==> config.mk <==
export PLATFORM = sky130hd
export DESIGN_NAME = sudoku_board_writer_flat
export DESIGN_NICKNAME = d
export VERILOG_FILES = /design/src/rtl/sudoku_pkg.sv /design/src/rtl/sudoku_board_writer_if.sv /design/src/rtl/sudoku_coord_mapper.sv /design/src/rtl/sudoku_board_writer.sv /design/src/flat_wrapper.sv
export SDC_FILE = /design/constraint.sdc
export NUM_CORES = 1
export LEC_CHECK = 0
export CAP_MARGIN = 10
export CORE_AREA = 2 2 329 331
export DETAILED_ROUTE_END_ITERATION = 12
export DIE_AREA = 0 0 331 333
export PLACE_DENSITY = 0.56
export SYNTH_ARGS = -nofsm -noshare
export SYNTH_HDL_FRONTEND = slang
export SYNTH_SLANG_ARGS = --single-unit
==> constraint.sdc <==
create_clock -name clk -period 9.38 [get_ports clk]
set_input_delay 1.407 -clock clk [delete_from_list [all_inputs] [get_ports clk]]
set_output_delay 1.407 -clock clk [all_outputs]
set_load 0.02 [all_outputs]
==> src/rtl/sudoku_pkg.sv <==
// Shared sudoku geometry, writer state encoding and board helpers.
// Both the board writer and the pixel generator import this package, so the geometry is defined once.
package sudoku_pkg;

    localparam int N_CELL     = 9;
    localparam int CELL_SIZE  = 52;
    localparam int BOARD_W    = 480;
    localparam int N_CELLS    = N_CELL * N_CELL;
    localparam int BOARD_BITS = 4 * N_CELLS;

    typedef enum logic [1:0] {
        ST_IDLE     = 2'd0,
        ST_MAP      = 2'd1,
        ST_SELECTED = 2'd2,
        ST_WRITE    = 2'd3
    } wr_state_t;

    // Pixel offset of cell k; grid lines sit in the gaps between entries.
    function automatic logic [9:0] blk_pos(input logic [3:0] k);
        logic [9:0] pos;
        case (k)
            4'd0:    pos = 10'd0;
            4'd1:    pos = 10'd53;
            4'd2:    pos = 10'd106;
            4'd3:    pos = 10'd161;
            4'd4:    pos = 10'd214;
            4'd5:    pos = 10'd267;
            4'd6:    pos = 10'd322;
            4'd7:    pos = 10'd375;
            4'd8:    pos = 10'd428;
            default: pos = 10'd0;
        endcase
        return pos;
    endfunction

    function automatic logic [6:0] cell_idx(input logic [3:0] row, input logic [3:0] col);
        return ({3'd0, row} * 7'd9) + {3'd0, col};
    endfunction

    function automatic logic [3:0] get_nibble(input logic [BOARD_BITS-1:0] b, input logic [6:0] idx);
        return b[{idx, 2'b00} +: 4];
    endfunction

    function automatic logic [BOARD_BITS-1:0] set_nibble(input logic [BOARD_BITS-1:0] b,
                                                         input logic [6:0] idx,
                                                         input logic [3:0] val);
        logic [BOARD_BITS-1:0] r;
        r = b;
        r[{idx, 2'b00} +: 4] = val;
        return r;
    endfunction

    // Values above 9 cannot be drawn, so a preload turns them into blanks.
    function automatic logic [BOARD_BITS-1:0] sanitize_board(input logic [BOARD_BITS-1:0] b);
        logic [BOARD_BITS-1:0] r;
        r = b;
        for (int i = 0; i < N_CELLS; i++) begin
            if (r[i*4 +: 4] > 4'd9) begin
                r[i*4 +: 4] = 4'd0;
            end
        end
        return r;
    endfunction

    function automatic logic [BOARD_BITS-1:0] clear_editable(input logic [BOARD_BITS-1:0] b,
                                                             input logic [N_CELLS-1:0] blank);
        logic [BOARD_BITS-1:0] r;
        r = b;
        for (int i = 0; i < N_CELLS; i++) begin
            if (blank[i]) begin
                r[i*4 +: 4] = 4'd0;
            end
        end
        return r;
    endfunction

endpackage

==> src/rtl/sudoku_board_writer_if.sv <==
// Control/data bundle between the game controller (master) and the board writer (slave).
interface sudoku_board_writer_if;
    import sudoku_pkg::*;

    logic                   click;
    logic [9:0]             mouse_x;
    logic [9:0]             mouse_y;
    logic                   digit_valid;
    logic [3:0]             digit;
    logic                   clear;
    logic                   load_valid;
    logic [BOARD_BITS-1:0]  init_board;
    logic [N_CELLS-1:0]     init_given;
    logic [BOARD_BITS-1:0]  board;
    logic [N_CELLS-1:0]     board_blank;
    logic                   sel_valid;
    logic [3:0]             sel_row;
    logic [3:0]             sel_col;
    logic                   busy;
    logic                   write_ack;
    logic                   write_err;

    modport master (
        output click, mouse_x, mouse_y, digit_valid, digit, clear, load_valid, init_board, init_given,
        input  board, board_blank, sel_valid, sel_row, sel_col, busy, write_ack, write_err
    );

    modport slave (
        input  click, mouse_x, mouse_y, digit_valid, digit, clear, load_valid, init_board, init_given,
        output board, board_blank, sel_valid, sel_row, sel_col, busy, write_ack, write_err
    );

endinterface

==> src/rtl/sudoku_coord_mapper.sv <==
// Sequential screen-to-cell mapper: tests one cell offset per cycle on both axes,
// then pulses done with the hit flags and indices.
module sudoku_coord_mapper
    import sudoku_pkg::*;
(
    input  logic       clk,
    input  logic       rst_n,
    input  logic       start,
    input  logic       abort,
    input  logic [9:0] x,
    input  logic [9:0] y,
    output logic       done,
    output logic       row_hit,
    output logic       col_hit,
    output logic [3:0] row,
    output logic [3:0] col
);

    logic [9:0] x_r, y_r;
    logic [3:0] k_r;
    logic       active_r, done_r, row_hit_r, col_hit_r;
    logic [3:0] row_r, col_r;
    logic [9:0] pos_s;
    logic       row_match_s, col_match_s;

    // Window test of the latched point against cell k on each axis.
    always_comb begin
        pos_s       = blk_pos(k_r);
        row_match_s = (y_r >= pos_s) && (y_r < pos_s + 10'(CELL_SIZE));
        col_match_s = (x_r >= pos_s) && (x_r < pos_s + 10'(CELL_SIZE)) && (x_r < 10'(BOARD_W));
    end

    // Iteration counter and hit capture; done is registered one edge after k = 8.
    always_ff @(posedge clk or negedge rst_n) begin
        if (!rst_n) begin
            x_r       <= 10'd0;
            y_r       <= 10'd0;
            k_r       <= 4'd0;
            active_r  <= 1'b0;
            done_r    <= 1'b0;
            row_hit_r <= 1'b0;
            col_hit_r <= 1'b0;
            row_r     <= 4'd0;
            col_r     <= 4'd0;
        end else if (abort) begin
            active_r <= 1'b0;
            done_r   <= 1'b0;
        end else if (start) begin
            x_r       <= x;
            y_r       <= y;
            k_r       <= 4'd0;
            active_r  <= 1'b1;
            done_r    <= 1'b0;
            row_hit_r <= 1'b0;
            col_hit_r <= 1'b0;
        end else if (active_r) begin
            if (row_match_s) begin
                row_hit_r <= 1'b1;
                row_r     <= k_r;
            end
            if (col_match_s) begin
                col_hit_r <= 1'b1;
                col_r     <= k_r;
            end
            if (k_r == 4'(N_CELL - 1)) begin
                active_r <= 1'b0;
                done_r   <= 1'b1;
            end else begin
                k_r    <= k_r + 4'd1;
                done_r <= 1'b0;
            end
        end else begin
            done_r <= 1'b0;
        end
    end

    assign done    = done_r;
    assign row_hit = row_hit_r;
    assign col_hit = col_hit_r;
    assign row     = row_r;
    assign col     = col_r;

endmodule

==> src/rtl/sudoku_board_writer.sv <==
// Board writer FSM: preload, clear, click-to-cell selection and digit commit
// into the packed board vectors read by the display.
module sudoku_board_writer
    import sudoku_pkg::*;
(
    input  logic                  clk,
    input  logic                  rst_n,
    sudoku_board_writer_if.slave  bus
);

    wr_state_t              state_r;
    logic [BOARD_BITS-1:0]  board_r;
    logic [N_CELLS-1:0]     blank_r;
    logic                   sel_valid_r, busy_r, ack_r, err_r;
    logic [3:0]             sel_row_r, sel_col_r, digit_r;
    logic [6:0]             idx_r;

    logic                   idle_or_sel_s, start_s, wr_ok_s;
    logic                   map_done_s, row_hit_s, col_hit_s;
    logic [3:0]             map_row_s, map_col_s;

    // Accept a click only when nothing of higher priority claims the cycle.
    always_comb begin
        idle_or_sel_s = (state_r == ST_IDLE) || (state_r == ST_SELECTED);
        if (bus.click && idle_or_sel_s && !bus.load_valid && !bus.clear) begin
            start_s = 1'b1;
        end else begin
            start_s = 1'b0;
        end
        if (blank_r[idx_r] && (digit_r <= 4'd9)) begin
            wr_ok_s = 1'b1;
        end else begin
            wr_ok_s = 1'b0;
        end
    end

    sudoku_coord_mapper u_mapper (
        .clk     (clk),
        .rst_n   (rst_n),
        .start   (start_s),
        .abort   (bus.load_valid),
        .x       (bus.mouse_x),
        .y       (bus.mouse_y),
        .done    (map_done_s),
        .row_hit (row_hit_s),
        .col_hit (col_hit_s),
        .row     (map_row_s),
        .col     (map_col_s)
    );

    // Writer FSM with all visible outputs held in registers.
    always_ff @(posedge clk or negedge rst_n) begin
        if (!rst_n) begin
            state_r     <= ST_IDLE;
            board_r     <= {BOARD_BITS{1'b0}};
            blank_r     <= {N_CELLS{1'b1}};
            sel_valid_r <= 1'b0;
            sel_row_r   <= 4'd0;
            sel_col_r   <= 4'd0;
            busy_r      <= 1'b0;
            ack_r       <= 1'b0;
            err_r       <= 1'b0;
            digit_r     <= 4'd0;
            idx_r       <= 7'd0;
        end else begin
            ack_r <= 1'b0;
            err_r <= 1'b0;
            if (bus.load_valid) begin
                board_r     <= sanitize_board(bus.init_board);
                blank_r     <= ~bus.init_given;
                sel_valid_r <= 1'b0;
                busy_r      <= 1'b0;
                state_r     <= ST_IDLE;
            end else if (bus.clear && idle_or_sel_s) begin
                board_r <= clear_editable(board_r, blank_r);
            end else if (start_s) begin
                busy_r  <= 1'b1;
                state_r <= ST_MAP;
            end else if (bus.digit_valid && (state_r == ST_SELECTED)) begin
                digit_r <= bus.digit;
                idx_r   <= cell_idx(sel_row_r, sel_col_r);
                state_r <= ST_WRITE;
            end else begin
                case (state_r)
                    ST_MAP: begin
                        if (map_done_s) begin
                            busy_r <= 1'b0;
                            if (row_hit_s && col_hit_s) begin
                                sel_row_r   <= map_row_s;
                                sel_col_r   <= map_col_s;
                                sel_valid_r <= 1'b1;
                                state_r     <= ST_SELECTED;
                            end else begin
                                sel_valid_r <= 1'b0;
                                state_r     <= ST_IDLE;
                            end
                        end
                    end
                    ST_WRITE: begin
                        if (wr_ok_s) begin
                            board_r <= set_nibble(board_r, idx_r, digit_r);
                            ack_r   <= 1'b1;
                        end else begin
                            err_r   <= 1'b1;
                        end
                        state_r <= ST_SELECTED;
                    end
                    ST_IDLE:     state_r <= ST_IDLE;
                    ST_SELECTED: state_r <= ST_SELECTED;
                    default:     state_r <= ST_IDLE;
                endcase
            end
        end
    end

    assign bus.board       = board_r;
    assign bus.board_blank = blank_r;
    assign bus.sel_valid   = sel_valid_r;
    assign bus.sel_row     = sel_row_r;
    assign bus.sel_col     = sel_col_r;
    assign bus.busy        = busy_r;
    assign bus.write_ack   = ack_r;
    assign bus.write_err   = err_r;

endmodule

==> src/flat_wrapper.sv <==
// flat-port wrapper written by rule: the top's interface ports become plain ports
module sudoku_board_writer_flat import sudoku_pkg::*;
  (clk, rst_n, bus_click, bus_mouse_x, bus_mouse_y, bus_digit_valid, bus_digit, bus_clear, bus_load_valid, bus_init_board, bus_init_given, bus_board, bus_board_blank, bus_sel_valid, bus_sel_row, bus_sel_col, bus_busy, bus_write_ack, bus_write_err);
  sudoku_board_writer_if bus_i ();
  input  logic clk;
  input  logic rst_n;
  input wire logic [$bits(bus_i.click)-1:0] bus_click;
  input wire logic [$bits(bus_i.mouse_x)-1:0] bus_mouse_x;
  input wire logic [$bits(bus_i.mouse_y)-1:0] bus_mouse_y;
  input wire logic [$bits(bus_i.digit_valid)-1:0] bus_digit_valid;
  input wire logic [$bits(bus_i.digit)-1:0] bus_digit;
  input wire logic [$bits(bus_i.clear)-1:0] bus_clear;
  input wire logic [$bits(bus_i.load_valid)-1:0] bus_load_valid;
  input wire logic [$bits(bus_i.init_board)-1:0] bus_init_board;
  input wire logic [$bits(bus_i.init_given)-1:0] bus_init_given;
  output wire logic [$bits(bus_i.board)-1:0] bus_board;
  output wire logic [$bits(bus_i.board_blank)-1:0] bus_board_blank;
  output wire logic [$bits(bus_i.sel_valid)-1:0] bus_sel_valid;
  output wire logic [$bits(bus_i.sel_row)-1:0] bus_sel_row;
  output wire logic [$bits(bus_i.sel_col)-1:0] bus_sel_col;
  output wire logic [$bits(bus_i.busy)-1:0] bus_busy;
  output wire logic [$bits(bus_i.write_ack)-1:0] bus_write_ack;
  output wire logic [$bits(bus_i.write_err)-1:0] bus_write_err;
  assign bus_i.click = bus_click;
  assign bus_i.mouse_x = bus_mouse_x;
  assign bus_i.mouse_y = bus_mouse_y;
  assign bus_i.digit_valid = bus_digit_valid;
  assign bus_i.digit = bus_digit;
  assign bus_i.clear = bus_clear;
  assign bus_i.load_valid = bus_load_valid;
  assign bus_i.init_board = bus_init_board;
  assign bus_i.init_given = bus_init_given;
  assign bus_board = bus_i.board;
  assign bus_board_blank = bus_i.board_blank;
  assign bus_sel_valid = bus_i.sel_valid;
  assign bus_sel_row = bus_i.sel_row;
  assign bus_sel_col = bus_i.sel_col;
  assign bus_busy = bus_i.busy;
  assign bus_write_ack = bus_i.write_ack;
  assign bus_write_err = bus_i.write_err;
  sudoku_board_writer u_core (.clk(clk), .rst_n(rst_n), .bus(bus_i));
endmodule
# Yosys cells after proc, flatten, opt, wreduce, memory -nomap -nowiden
# Memories as Yosys holds them, arrays and structs flattened.
# Index checks and enable logic that the tools add are counted.
[classes] n_mul=1 eq_ne=93 n_mux=222 reduce_logical=116 bitwise_logic=5 order_cmp=88 shift=2 add_sub_neg=4
[op_table] operator="324-bit 2-to-1 mux" n=6
[op_table] operator="4-bit 2-to-1 mux" n=165
[op_table] operator="5-bit AND reduction" n=82
[op_table] operator="324-bit bitwise mux" n=1
[op_table] operator="4-bit greater-than comparator (second input constant)" n=81
[op_table] operator="4-bit by 11-bit variable shift with 324-bit output (first input constant)" n=1
[op_table] operator="4-bit by 11-bit indexed part select with 324-bit output" n=1
[op_table] operator="3-bit by 2-bit != test with 1-bit output (second input constant)" n=83
[op_table] operator="81-bit NOT" n=1
[op_table] operator="1-bit 2-to-1 mux" n=42
[op_table] operator="10-bit greater-or-equal comparator" n=2
[op_table] operator="10-bit < comparator" n=2
[op_table] operator="4-bit AND reduction" n=4
[op_table] operator="2-bit 2-to-1 mux" n=6
[op_table] operator="3-bit nonzero test" n=4
[op_table] operator="9-bit negation with 11-bit output" n=1
[op_table] operator="10-bit by 6-bit adder with 10-bit output (second input constant)" n=1
[op_table] operator="1-bit logical AND" n=10
[op_table] operator="10-bit by 9-bit < comparator with 1-bit output (second input constant)" n=1
[op_table] operator="2-bit nonzero test" n=5
[op_table] operator="3-bit AND reduction" n=3
[op_table] operator="7-bit by 8-bit < comparator with 1-bit output (second input constant)" n=1
[op_table] operator="7-bit by 4-bit adder with 7-bit output" n=1
[op_table] operator="1-bit binary-select mux with 7-bit select" n=1
[op_table] operator="18 further kinds" n=26
[word_totals] ff_bits=466 n_memories=1 in_bits=435 mem_bits_ro=144
[memory_table] name="(no name shown)" depth=16 width=9 rd=1 rd_ports_with_merged_regs=0 wr=0 line="sudoku_pkg.sv:21" rtl="case (k)"

# Depth between registers and ports, before layout
[logic_depth] depth_word=10 depth_mapped=16 ltp_nobuf=16

# By module
# From an unflattened synthesis, not the netlist that was laid out.
[hier_totals] cells_unflattened=2544 area_unflattened_um2=27727.8
[by_module_without_submodules] module="sudoku_board_writer" area_each_um2=25110.3 cells_per_inst=2299 n_inst=1 seq_area_each_um2=10861.7
[by_module_without_submodules] module="sudoku_coord_mapper" area_each_um2=2617.5 cells_per_inst=245 n_inst=1 seq_area_each_um2=900.9

# Least setup slack after synthesis
# No wires, ideal clock.
[synth_timing] path_kind="reg2reg" start="register u_core.u_mapper.k_r[0]" end="register u_core.u_mapper.col_r[0], in the netlist u_core.u_mapper.col[0]" slack_ns=5.564 arrival_time_ns=3.690 stages_incl_launch_ff=16 synth_period_minus_slack_ns=3.816 n_path_buf=0 path_cell_list="dfrtp_1 > inv_1 > ha_1 > nand2b_1 > a21oi_1 > inv_1 > nand2_1 > ha_1 > inv_1 > ha_1 > a2111oi_0 > a21o_1 > a21oi_1 > a2111oi_0 > a211oi_1 > a221o_1"
[synth_between] elab_chain_cells=6
[synth_lines] element="from (decl)" line="sudoku_coord_mapper.sv:20" rtl="logic [3:0] k_r;"
[synth_lines] element="from (signal assigned)" line="sudoku_coord_mapper.sv:69" rtl="k_r <= k_r + 4'd1;"
[synth_lines] element="memory read 16 x 9 bit"
[synth_lines] element="10-bit by 6-bit adder with 10-bit output" line="sudoku_coord_mapper.sv:30" rtl="col_match_s = (x_r >= pos_s) && (x_r < pos_s + 10'(CELL_SIZE)) && (x_r < 10'(BOARD_W));"
[synth_lines] element="10-bit < comparator" line="sudoku_coord_mapper.sv:30"
[synth_lines] element="1-bit logical AND (2 in a row)" line="sudoku_coord_mapper.sv:30"
[synth_lines] element="4-bit AND reduction (no source line)"
[synth_lines] element="to (signal assigned)" line="sudoku_coord_mapper.sv:63" rtl="col_r <= k_r;"
[synth_lines] element="to (decl)" line="sudoku_coord_mapper.sv:22" rtl="logic [3:0] row_r, col_r;"
# Parallel ways exist; a longest one is shown, timed or not.
# A chain may end at the register's enable or synchronous reset.

# Final worst setup path
[layout_timing] start="register u_core.idx_r[0]" end="register u_core.board_r[93], in the netlist u_core.bus.board[93]"
[layout_between] elab_chain_cells=9
[layout_lines] element="from (decl)" line="sudoku_board_writer.sv:16" rtl="logic [6:0] idx_r;"
[layout_lines] element="from (signal assigned)" line="sudoku_board_writer.sv:81" rtl="idx_r <= cell_idx(sel_row_r, sel_col_r);"
[layout_lines] element="9-bit negation with 11-bit output" line="sudoku_pkg.sv:49" rtl="r[{idx, 2'b00} +: 4] = val;"
[layout_lines] element="4-bit by 11-bit indexed part select with 324-bit output / 4-bit by 11-bit variable shift with 324-bit output (equally long branches)" line="sudoku_pkg.sv:49"
[layout_lines] element="324-bit bitwise mux" line="sudoku_pkg.sv:49"
[layout_lines] element="324-bit 2-to-1 mux" line="sudoku_board_writer.sv:100" rtl="if (wr_ok_s) begin"
[layout_lines] element="324-bit 2-to-1 mux" line="sudoku_board_writer.sv:84" rtl="case (state_r)"
[layout_lines] element="324-bit 2-to-1 mux" line="sudoku_board_writer.sv:79" rtl="end else if (bus.digit_valid && (state_r == ST_SELECTED)) begin"
[layout_lines] element="324-bit 2-to-1 mux" line="sudoku_board_writer.sv:76" rtl="end else if (start_s) begin"
[layout_lines] element="324-bit 2-to-1 mux" line="sudoku_board_writer.sv:74" rtl="end else if (bus.clear && idle_or_sel_s) begin"
[layout_lines] element="324-bit 2-to-1 mux" line="sudoku_board_writer.sv:68" rtl="if (bus.load_valid) begin"
[layout_lines] element="to (signal assigned)" line="sudoku_board_writer.sv:69" rtl="board_r <= sanitize_board(bus.init_board);"
[layout_lines] element="to (signal assigned)" line="sudoku_board_writer.sv:75" rtl="board_r <= clear_editable(board_r, blank_r);"
[layout_lines] element="to (signal assigned)" line="sudoku_board_writer.sv:101" rtl="board_r <= set_nibble(board_r, idx_r, digit_r);"
[layout_lines] element="to (decl)" line="sudoku_board_writer.sv:12" rtl="logic [BOARD_BITS-1:0] board_r;"
# Parallel ways exist; a longest one is shown, timed or not. The select of a mux whose other input is x is not followed.

==> results.env <==
RESULT_OF_THE_RUN='finished clean'
TIMING.FINAL.MAX_SLEW_VIOLATIONS=0
GRTUSAGETOTAL_PCT=26.5
START_KIND='register'
FILLERINSTANCES=10842
TRITONCTS='built'
CP.REQUIRED_NS=9.95
CTS_MAX_LEVEL=2
CTS_ROOT_BUF='clkbuf_16'
FIRSTDRTPASSITERS=6
POST_LAYOUT_POWER_W=0.00654
TIMING.CRITICAL_PATH.TO_TYPE='register'
GRT_MAX_DEGREE=180
POWER.INTERNAL_W=0.00440
YOSYSUNIQUECELLTYPES=77
GRT_FIRST_PASS_WIRELENGTH_MM=207
PORTBUFFERS=851
ANTENNA_FOUND_INITIAL=26
FLOORPLAN.IO_PINS=852
NETS=3997
PLACE.GP.CONGESTION=0.888
SYN-INSTANCE-COUNT=2705
AREA_TAKEN_BY_FLIP_FLOPS_AND_LATCHES_UM2=11800
LAYOUT_COMMONEST_CELL='clkdlybuf4s50_1'
POSTSYNTHNETCOUNT=3193
WORST_HOLD_SLACK_NS=0.487
HPWL_MM=120
SYNTH_LARGEST_AREA_CELL='dfrtp_1'
VDD.IR_DROP.WORST_V=0.000133
CPPEAKSTAGEDELAY_NS=1.08
CP_DATA_ARRIVAL_TIME_NS=6.11
FINAL.SETUP.TNS_NS=0
TIMING.CLOCK.SKEW_NS=0.0446
CLOCK.FMAX_GHz=0.180
WORST_SKEW_PAIR.LATE_LATENCY_NS=0.70
GRT_SETUP_UNREPAIRED='no'
SHARE_CLK_OF_TOTAL_POWER_PCT=37.2
SYN_AREA_PER_CELL_UM2=9.81
FLOW.AREA_GROWTH_FROM_SYNTHESIS_PCT=45.8
MOSTFREQUENTLAYOUTCELLS='clkdlybuf4s50_1, dfrtp_1, nor2_1, nand2_1, mux2_2'
NETLIST_AREA_UM2=26500
SYNTH_ENABLE_FLOP_CELLS=0
SYNTH.YOSYS.SEQ_AREA_SHARE_PCT=44.3
PWR_DENSITY_nW_PER_UM2=169
FINALHOLDVIOLATIONS=0
WL_MM=151
POST-ROUTE-WORST-SETUP-SLACK_NS=3.84
POWER.LEAKAGE_nW=15.7
TIMING.FINAL.SETUP_VIOLATIONS=0
CTS_MADE_BUFFERS=60
INITIALDRTVIOLATIONCOUNT=1938
PERIOD_MINUS_SLACK_NS=5.54
POST_CTS.REPAIR.SETUP_BUFFERS=0
P_COMB_SHARE_PCT=25.9
SWITCHING_POWER_W=0.00213
TIMING.CRITICAL_PATH.SLOWEST_STAGE_CELL='o21ai_0'
CHIPHEIGHT_UM=333
TRITONCTS_NUM_SINKS=466
CTSRESIZECOUNT=0
DRC=0
P_SW_SHARE_PCT=32.6
SLEW-LIMIT-HEADROOM_PCT=15.2
MAX_CAP_VIOL_COUNT=0
WORST-SLEW-PIN-TRANSITION_NS=1.26
DIE_WIDTH_UM=331
WORSTHOLDPATHCELLS=1
YOSYS_REGISTER_BITS=466
REG2REGPATHDEPTH=9
CHAIN_OF_CELLS_FORMING_THE_CRITICAL_PATH='inv_1 -> ha_1 -> o21ba_2 -> nor2_1 -> o32a_1 -> nor2_4 -> nand3_1 -> o21ai_0 -> mux2_2'
YS_DOMINANT_REG_CELL='dfrtp_1'
FIRST_GLOBAL_VIAS=26151
STARTING_DENSITY_PCT=24.9
MULTIINPUTGATEAREA_UM2=14100
VIA_COUNT=26465
SYNTHARSTFLOPSHARE_PCT=100
SEQ_PWR_SHARE_PCT=36.9
DESIGN.DIE.AREA_UM2=110000
HOLD_BUFFERS=0
TIMING.REG2REG.SETUP_SLACK_NS=3.84
FINAL_ANTENNA_NET_COUNT=0
SYNTH-WARNING-COUNT=0
SETUP_SLACK_AFTER_PLACEMENT_NS=3.89
LAYOUT_CELL_SHARE_WITH_DRIVE_STRENGTH_BEYOND_1_PCT=16.4
SYNTHDOMINANTCELLAREASHARE_PCT=36.3
POST-ROUTE-UTIL_PCT=36.3
CLOCKBUFFERDEPTH=3
CORE.ROWCOUNT=120
WL_PER_INSTANCE_UM=30.4
PERIOD_SHARE_PCT=59.1
GLOBAL_ROUTE.OVERFLOW_TOTAL=0
MAIN_AREA_CONTRIBUTORS_AFTER_SYNTHESIS='dfrtp_1, mux2_2, dfstp_2'
CLK_PIN_SLEW_WORST_PATHS_NS=0.06
COREAREA_UM2=107000
HOLD_CLASS='reg -> reg'
VIAS_PER_CELL=5.32
WORST-SETUP-PATH-TYPE='reg -> reg'
CRIT_PATH_MAX_FANOUT=41
==> worst paths after layout <==
path	start	to
max in group asynchronous	rst_n	u_core.bus.board[50]
max	u_core.idx_r[0]	u_core.bus.board[93]
min in group asynchronous	rst_n	u_core.bus.board[136]
min	u_core.bus.board[56]	u_core.bus.board[56]
min reg2reg	u_core.bus.board[56]	u_core.bus.board[56]
max reg2reg	u_core.idx_r[0]	u_core.bus.board[93]
==> registers in the layout, summed over array words and instances (netlist names), 2 cells and up <==
name / cells
u_core.u_mapper.row: 4
u_core.u_mapper.k_r: 4
u_core.u_mapper.x_r: 10
u_core.idx_r: 7
u_core.u_mapper.y_r: 10
u_core.digit_r: 4
u_core.bus.board_blank: 81
u_core.u_mapper.col: 4
u_core.bus.board: 324
u_core.bus.sel_row: 4
u_core.state_r: 2
u_core.bus.sel_col: 4
==> layer usage <==
metal,vias up,GRT usage (%),share of wire [%]
met3,214,5.90,7.2
met1,13365,33.4,41
li1,11739,-,-
met4,6,8.99,3.2
met5,-,0,0.022
met2,1141,44.5,48
==> synth_stat cells (16+ instances only) <==
cell type / n
dfrtp_1: 385
nor2_1: 325
nand2_1: 301
mux2_2: 290
o21ai_0: 227
a21oi_1: 181
clkbuf_1: 119
a32o_1: 96
dfstp_2: 81
nand3_1: 77
a22o_1: 66
ha_1: 52
nor3_1: 34
o32ai_1: 30
inv_1: 27
and2_1: 24
mux2_1: 20
or3_1: 18
o211ai_1: 17
o31ai_2: 17
mux2i_1: 16
mux4_2: 16
nand4_1: 16
o31ai_1: 16
==> critical path, delay by kind of cell, from the launching register on <==
kind,cells,cell delay [ns]
compound gates,3,1.94
buf+inv,1,0.33
flops,1,1.05
fa+ha+maj,1,0.43
simple gates,3,1.25
mux,1,0.42
==> power groups by stage <==
stage | clock (W) | sequential, W | combinational (W)
after global routing | 0.00256 | 0.00243 | 0.00184
final | 0.00243 | 0.00241 | 0.00169
after floorplan | 0 | 0.00249 | 0.000708
after CTS | 0.00248 | 0.00242 | 0.00170
after global placement | 0 | 0.00245 | 0.00168
after detailed placement | 0 | 0.00245 | 0.00169
==> stage by stage <==
step / cell area, µm² / cells
2_1_floorplan: 26500 / 2705
3_3_place_gp: 36600 / 4850
3_5_place_dp: 36600 / 4850
4_1_cts: 38600 / 4958
5_1_grt: 38700 / 4971
6_report: 38700 / 4975
==> cell families (layout without fill, tap and decap cells) <==
group,Yosys count,after routing,synth area share (%)
xor gates and xnor gates,13,13,0.429
muxes,342,342,15.1
buffers and inverters,176,1026,2.67
DFF,466,466,44.3
adders and majority gates,53,53,2.53
and+or+nand+nor,855,855,13.8
AOI/OAI and AO/OA,800,800,21.1
other,0,17,0
==> layout make-up <==
type | count | share of cell area [%]
clock inverter | 20 | 0.789
sequential | 466 | 30.4
timing repair buffer | 890 | 22.9
antenna | 17 | 0.110
inverter | 28 | 0.278
tap | 1403 | 4.54
clock buffer | 88 | 4.44
multi-input combinational | 2063 | 36.5
No activity file was read; power rests on OpenSTA's default activity.
